`src/rtl/imem_loader_ctrl.sv`:
```
// imem_loader_ctrl: boot loader that packs a byte stream into 32-bit words, writes them
// into the instruction memory, then hands the memory read port to the CPU fetch path.
module imem_loader_ctrl #(
  parameter int DEPTH  = 64,
  parameter int ADDR_W = 6
) (
  input  logic              clk,
  input  logic              rst_n,
  input  logic              start,
  input  logic [ADDR_W:0]   len,
  input  logic [7:0]        in_data,
  input  logic              in_valid,
  output logic              in_ready,
  input  logic [ADDR_W-1:0] pc_addr,
  output logic [31:0]       inst,
  output logic              cpu_stall,
  output logic              busy,
  output logic              done,
  output logic              err,
  output logic [ADDR_W-1:0] mem_addr,
  output logic [31:0]       mem_wd,
  output logic              mem_memwrite,
  output logic              mem_memread,
  input  logic [31:0]       mem_rd
);
  typedef enum logic [1:0] {IDLE, LOAD, WRITE, DONE} state_t;
  state_t            state_q, state_d;
  logic              loaded_q, loaded_d;
  logic              err_q, err_d;
  logic [ADDR_W:0]   word_cnt_q, word_cnt_d;
  logic [ADDR_W:0]   len_q, len_d;
  logic [1:0]        byte_cnt_q, byte_cnt_d;
  logic [31:0]       shreg_q, shreg_d;
  logic              len_ok, last_word, idle;
  always_comb begin
    state_d    = state_q;
    loaded_d   = loaded_q;
    err_d      = 1'b0;
    word_cnt_d = word_cnt_q;
    len_d      = len_q;
    byte_cnt_d = byte_cnt_q;
    shreg_d    = shreg_q;
    len_ok     = (len != '0) && (len <= (ADDR_W+1)'(DEPTH));
    last_word  = word_cnt_q == len_q - (ADDR_W+1)'(1);
    case (state_q)
      IDLE: if (start) begin
        if (len_ok) begin
          state_d    = LOAD;
          len_d      = len;
          word_cnt_d = '0;
          byte_cnt_d = '0;
        end else begin
          err_d = 1'b1;
        end
      end
      LOAD: if (in_valid) begin
        shreg_d    = {shreg_q[23:0], in_data};
        byte_cnt_d = byte_cnt_q + 2'd1;
        state_d    = (byte_cnt_q == 2'd3) ? WRITE : LOAD;
      end
      WRITE: begin
        state_d    = last_word ? DONE : LOAD;
        word_cnt_d = last_word ? word_cnt_q : word_cnt_q + (ADDR_W+1)'(1);
        byte_cnt_d = '0;
      end
      default: begin
        loaded_d = 1'b1;
        state_d  = IDLE;
      end
    endcase
  end
  always_ff @(posedge clk or negedge rst_n) begin
    if (!rst_n) begin
      state_q    <= IDLE;
      loaded_q   <= 1'b0;
      err_q      <= 1'b0;
      word_cnt_q <= '0;
      len_q      <= '0;
      byte_cnt_q <= '0;
      shreg_q    <= '0;
    end else begin
      state_q    <= state_d;
      loaded_q   <= loaded_d;
      err_q      <= err_d;
      word_cnt_q <= word_cnt_d;
      len_q      <= len_d;
      byte_cnt_q <= byte_cnt_d;
      shreg_q    <= shreg_d;
    end
  end
  // Outputs decode the registered state only, so they are glitch-free w.r.t. inputs
  // except the CPU read path, which must stay combinational for same-cycle fetch.
  assign idle         = state_q == IDLE;
  assign in_ready     = state_q == LOAD;
  assign busy         = !idle;
  assign done         = state_q == DONE;
  assign err          = err_q;
  assign cpu_stall    = busy | ~loaded_q;
  assign mem_memwrite = state_q == WRITE;
  assign mem_memread  = idle;
  assign mem_addr     = idle ? pc_addr : word_cnt_q[ADDR_W-1:0];
  assign mem_wd       = shreg_q;
  assign inst         = (idle && loaded_q) ? mem_rd : 32'd0;
endmodule
```
`config.mk`:
```
export PLATFORM = sky130hd
export DESIGN_NAME = imem_loader_ctrl
export DESIGN_NICKNAME = d
export VERILOG_FILES = /design/src/rtl/imem_loader_ctrl.sv
export SDC_FILE = /design/constraint.sdc
export NUM_CORES = 1
export LEC_CHECK = 0
export BUFFER_PORTS_ARGS = -buffer_cell sky130_fd_sc_hd__buf_2
export CELL_PAD_IN_SITES_DETAIL_PLACEMENT = 1
export CELL_PAD_IN_SITES_GLOBAL_PLACEMENT = 1
export CORE_MARGIN = 2
export CORE_UTILIZATION = 30
export DETAILED_ROUTE_END_ITERATION = 10
export PLACE_DENSITY = 0.7
export SYNTH_ARGS = -nofsm -noshare
export SYNTH_HDL_FRONTEND = slang
export SYNTH_SLANG_ARGS = --single-unit
```
`constraint.sdc`:
```
create_clock -name clk -period 2.6 [get_ports clk]
set_input_delay 0 -clock clk [delete_from_list [all_inputs] [get_ports clk]]
set_output_delay 0 -clock clk [all_outputs]
set_load 0.02 [all_outputs]
```
==> impl_metrics.toml <==
[synthesis]
ys_warn_count = 0
synth_flop_cell = "dfrtp_1"
muxShareOfSynthArea = 0.181
synth_fp_nets = 304
synth_top_family_by_area = "multiplexers"
synth-xor-area-share = 0.0371
syn_area_um2 = 2730
synth_edf_count = 0
synth_cells = 244
ys_seq_elements = 52
ys_seq_area_frac = 0.476
synth_cell_type_count = 44
synthSimpleGateAreaFrac = 0.180
synth_area_per_cell_um2 = 11.2
synthAdderAreaFrac = 0.0137
synth_compound_area_frac = 0.0682
async_flop_share = 1.00

[setup_path]
required_ns = 2.79
cp_max_fo = 8
worstSetupStartpointType = "flip-flop"
r2r_slack_ns = 0.15
worst_setup_path_end_kind = "flip-flop"
r2r-end = "word_cnt_q[2]"
cp.arrival_ns = 2.64
critPathKind = "reg -> reg"
r2r-start = "len_q[1]"
r2r_cells = 9

[clocking]
clk_pin_slew_ns = 0.10
clk_latency_ns = 0.30
cts_root_buf = "clkbuf_8"
cts_htree_levels = 2
cts-buffers-inserted = 5
clock_sinks = 52
cts_tree = "built"
clock_path_buffers = 2

[sta]
rsz0062_at_grt = "no"
fin_skew_ns = 0.00586
fmax_mhz = 409
tightest_slew_ns = 0.750
finalSetupTns_ns = 0
period_minus_slack_ns = 2.45
report.final.slew_viol_count = 0
min_period_over_period = 0.941
slew_headroom = 0.500
finalHoldViolCount = 0
setup_viol_count_final = 0

[min_path]
hp-class = "in -> reg"
hold_path_end = "state_q[1]"
min_from = "in_valid"
hold_depth = 2

[grt]
grt_pass1_wl_um = 12600
overflow = 0
grt_max_degree = 45
antenna_found_initial = 0
grtUsageTotal = 0.155
grt_pass1_vias = 2532

[finish]
n_antenna_cell = 0
layout-drive-gt1-share = 0.409
final_area_um2 = 3800
fin_nets = 453
final_common_cell = "buf_2"
area_delta_synth_final_pct = 39.0
mostFrequentLayoutCells = "buf_2, dfrtp_1, mux2_1"

[place]
gp_congestion = 0.821
dpl_cell_area_um2 = 3520
portBuffers = 133
dp.final_hpwl_um = 5630

[detailed_routing]
drt_iter0_drc = 76
wl_met3_um = 440
ant_nets = 0
met1_length_um = 3170
drc = 0
dr_total_vias = 2422
wl_per_cell_um = 15.0
dr.pass1.iters = 4
wl_um = 7520
avgViaCountPerCell = 4.82
maxUsedRoutingLayer = "met4"
route.met2.wl_um = 3850

[power_and_ir_drop]
peakVddDrop_uv = 594
power_leakage_uw = 0.00201
power.density_nw_per_um2 = 1180

[floorplanning]
die_h_um = 99.4
io_pins = 134
dieArea_um2 = 9890
coreArea_um2 = 8760
dieWidth_um = 99.4
placementRows = 34
start_util = 0.312

[status]
outcome = "complete, no violations"

[run]
maxCapViolCount = 0
[worst max path at each step]
stage                         from            end  slack [ns]  depth (start not counted)
after floorplan           len_q[0]  word_cnt_q[4]        0.26                          9
after global placement    len_q[1]  word_cnt_q[2]        0.25                          8
after detailed placement  len_q[1]  word_cnt_q[2]        0.14                          8
after CTS                 len_q[1]  word_cnt_q[2]        0.12                          8
after global routing      len_q[1]  word_cnt_q[2]        0.01                          9
final                     len_q[1]  word_cnt_q[2]        0.15                          9
[cell families after synthesis]
family          after synthesis
fa+ha+maj                     3
mux                          44
xor+xnor                     10
flops                        52
buf+inv                      27
compound gates               24
simple gates                 84
[through the flow]
stage               total power (uW)  std cells  setup slack (ns)  hold slack [ns]  utilization
floorplan                       3150        244             0.258           -0.296            -
global placement                3910        476             0.255         -0.00231        0.401
detailed placement              4010        476             0.140         0.000171        0.401
CTS                             4520        501             0.118           0.0122        0.431
global route                    4850        502            0.0142           0.0420        0.433
finish                          4480        502             0.153           0.0306        0.433
[report_power, final]
| group | switching [uW] | leakage (uW) | internal [uW] |
|---|---|---|---|
| clock network | 273 | 0.0000414 | 192 |
| logic | 1460 | 0.00134 | 1020 |
| registers | 361 | 0.000628 | 1180 |
[synthesized netlist by cell type (2+ instances only)]
| cell type | count | area, um^2 |
|---|---|---|
| nand2b_1 | 2 | 12.5 |
| o21ai_1 | 3 | 15.0 |
| nor2_1 | 8 | 30.0 |
| xnor2_1 | 5 | 43.8 |
| a211o_1 | 3 | 26.3 |
| o21ai_0 | 3 | 15.0 |
| xor2_1 | 4 | 35.0 |
| a31oi_1 | 2 | 12.5 |
| a21oi_1 | 2 | 10.0 |
| nand3_1 | 8 | 40.0 |
| nand2_1 | 11 | 41.3 |
| or2_1 | 2 | 12.5 |
| nor3_1 | 7 | 35.0 |
| buf_6 | 2 | 22.5 |
| clkbuf_1 | 11 | 41.3 |
| dfrtp_1 | 52 | 1300 |
| and2_1 | 2 | 12.5 |
| mux2_2 | 4 | 45.0 |
| nor3b_1 | 2 | 15.0 |
| mux2_1 | 40 | 450 |
| and3_1 | 34 | 213 |
| inv_1 | 9 | 33.8 |
| ha_1 | 3 | 37.5 |
| buf_1 | 3 | 11.3 |
| o22ai_1 | 3 | 18.8 |
[flip-flops by register name, indices dropped and copies added (netlist names)]
name / cells
byte_cnt_q: 2
err: 1
len_q: 7
loaded_q: 1
mem_wd: 32
state_q: 2
word_cnt_q: 7
[routing by layer]
layer  global-route usage  up-vias
met1                0.193     1183
met5                    0        -
li1                     -     1167
met2                0.274       64
met4               0.0337        0
met3               0.0379        8
[cell type report]
cell class	instances	area, um^2
Clock inverter	2	16.3
Timing Repair Buffer	159	903
Inverter	10	37.5
Clock buffer	6	72.6
Tap cell	108	135
Multi-Input combinational cell	165	1330
Fill cell	1015	4970
Sequential cell	52	1300
[worst max-delay path, stage by stage (launching register included)]
cell	delay, ns
dfrtp_1	0.45
inv_1	0.10
ha_1	0.19
xnor3_1	0.40
and4_1	0.24
nor4_4	0.22
o41ai_4	0.08
buf_4	0.17
and2_1	0.18
a211o_1	0.30
[timing repair]
item                                    4_1_cts  5_1_grt
resized for setup                             0        2
hold endpoints to repair                     37        0
hold buffers                                 17        0
buffers inserted                              0        1
endpoints found under the setup margin        0        6
(Power assumes the default switching activity.)
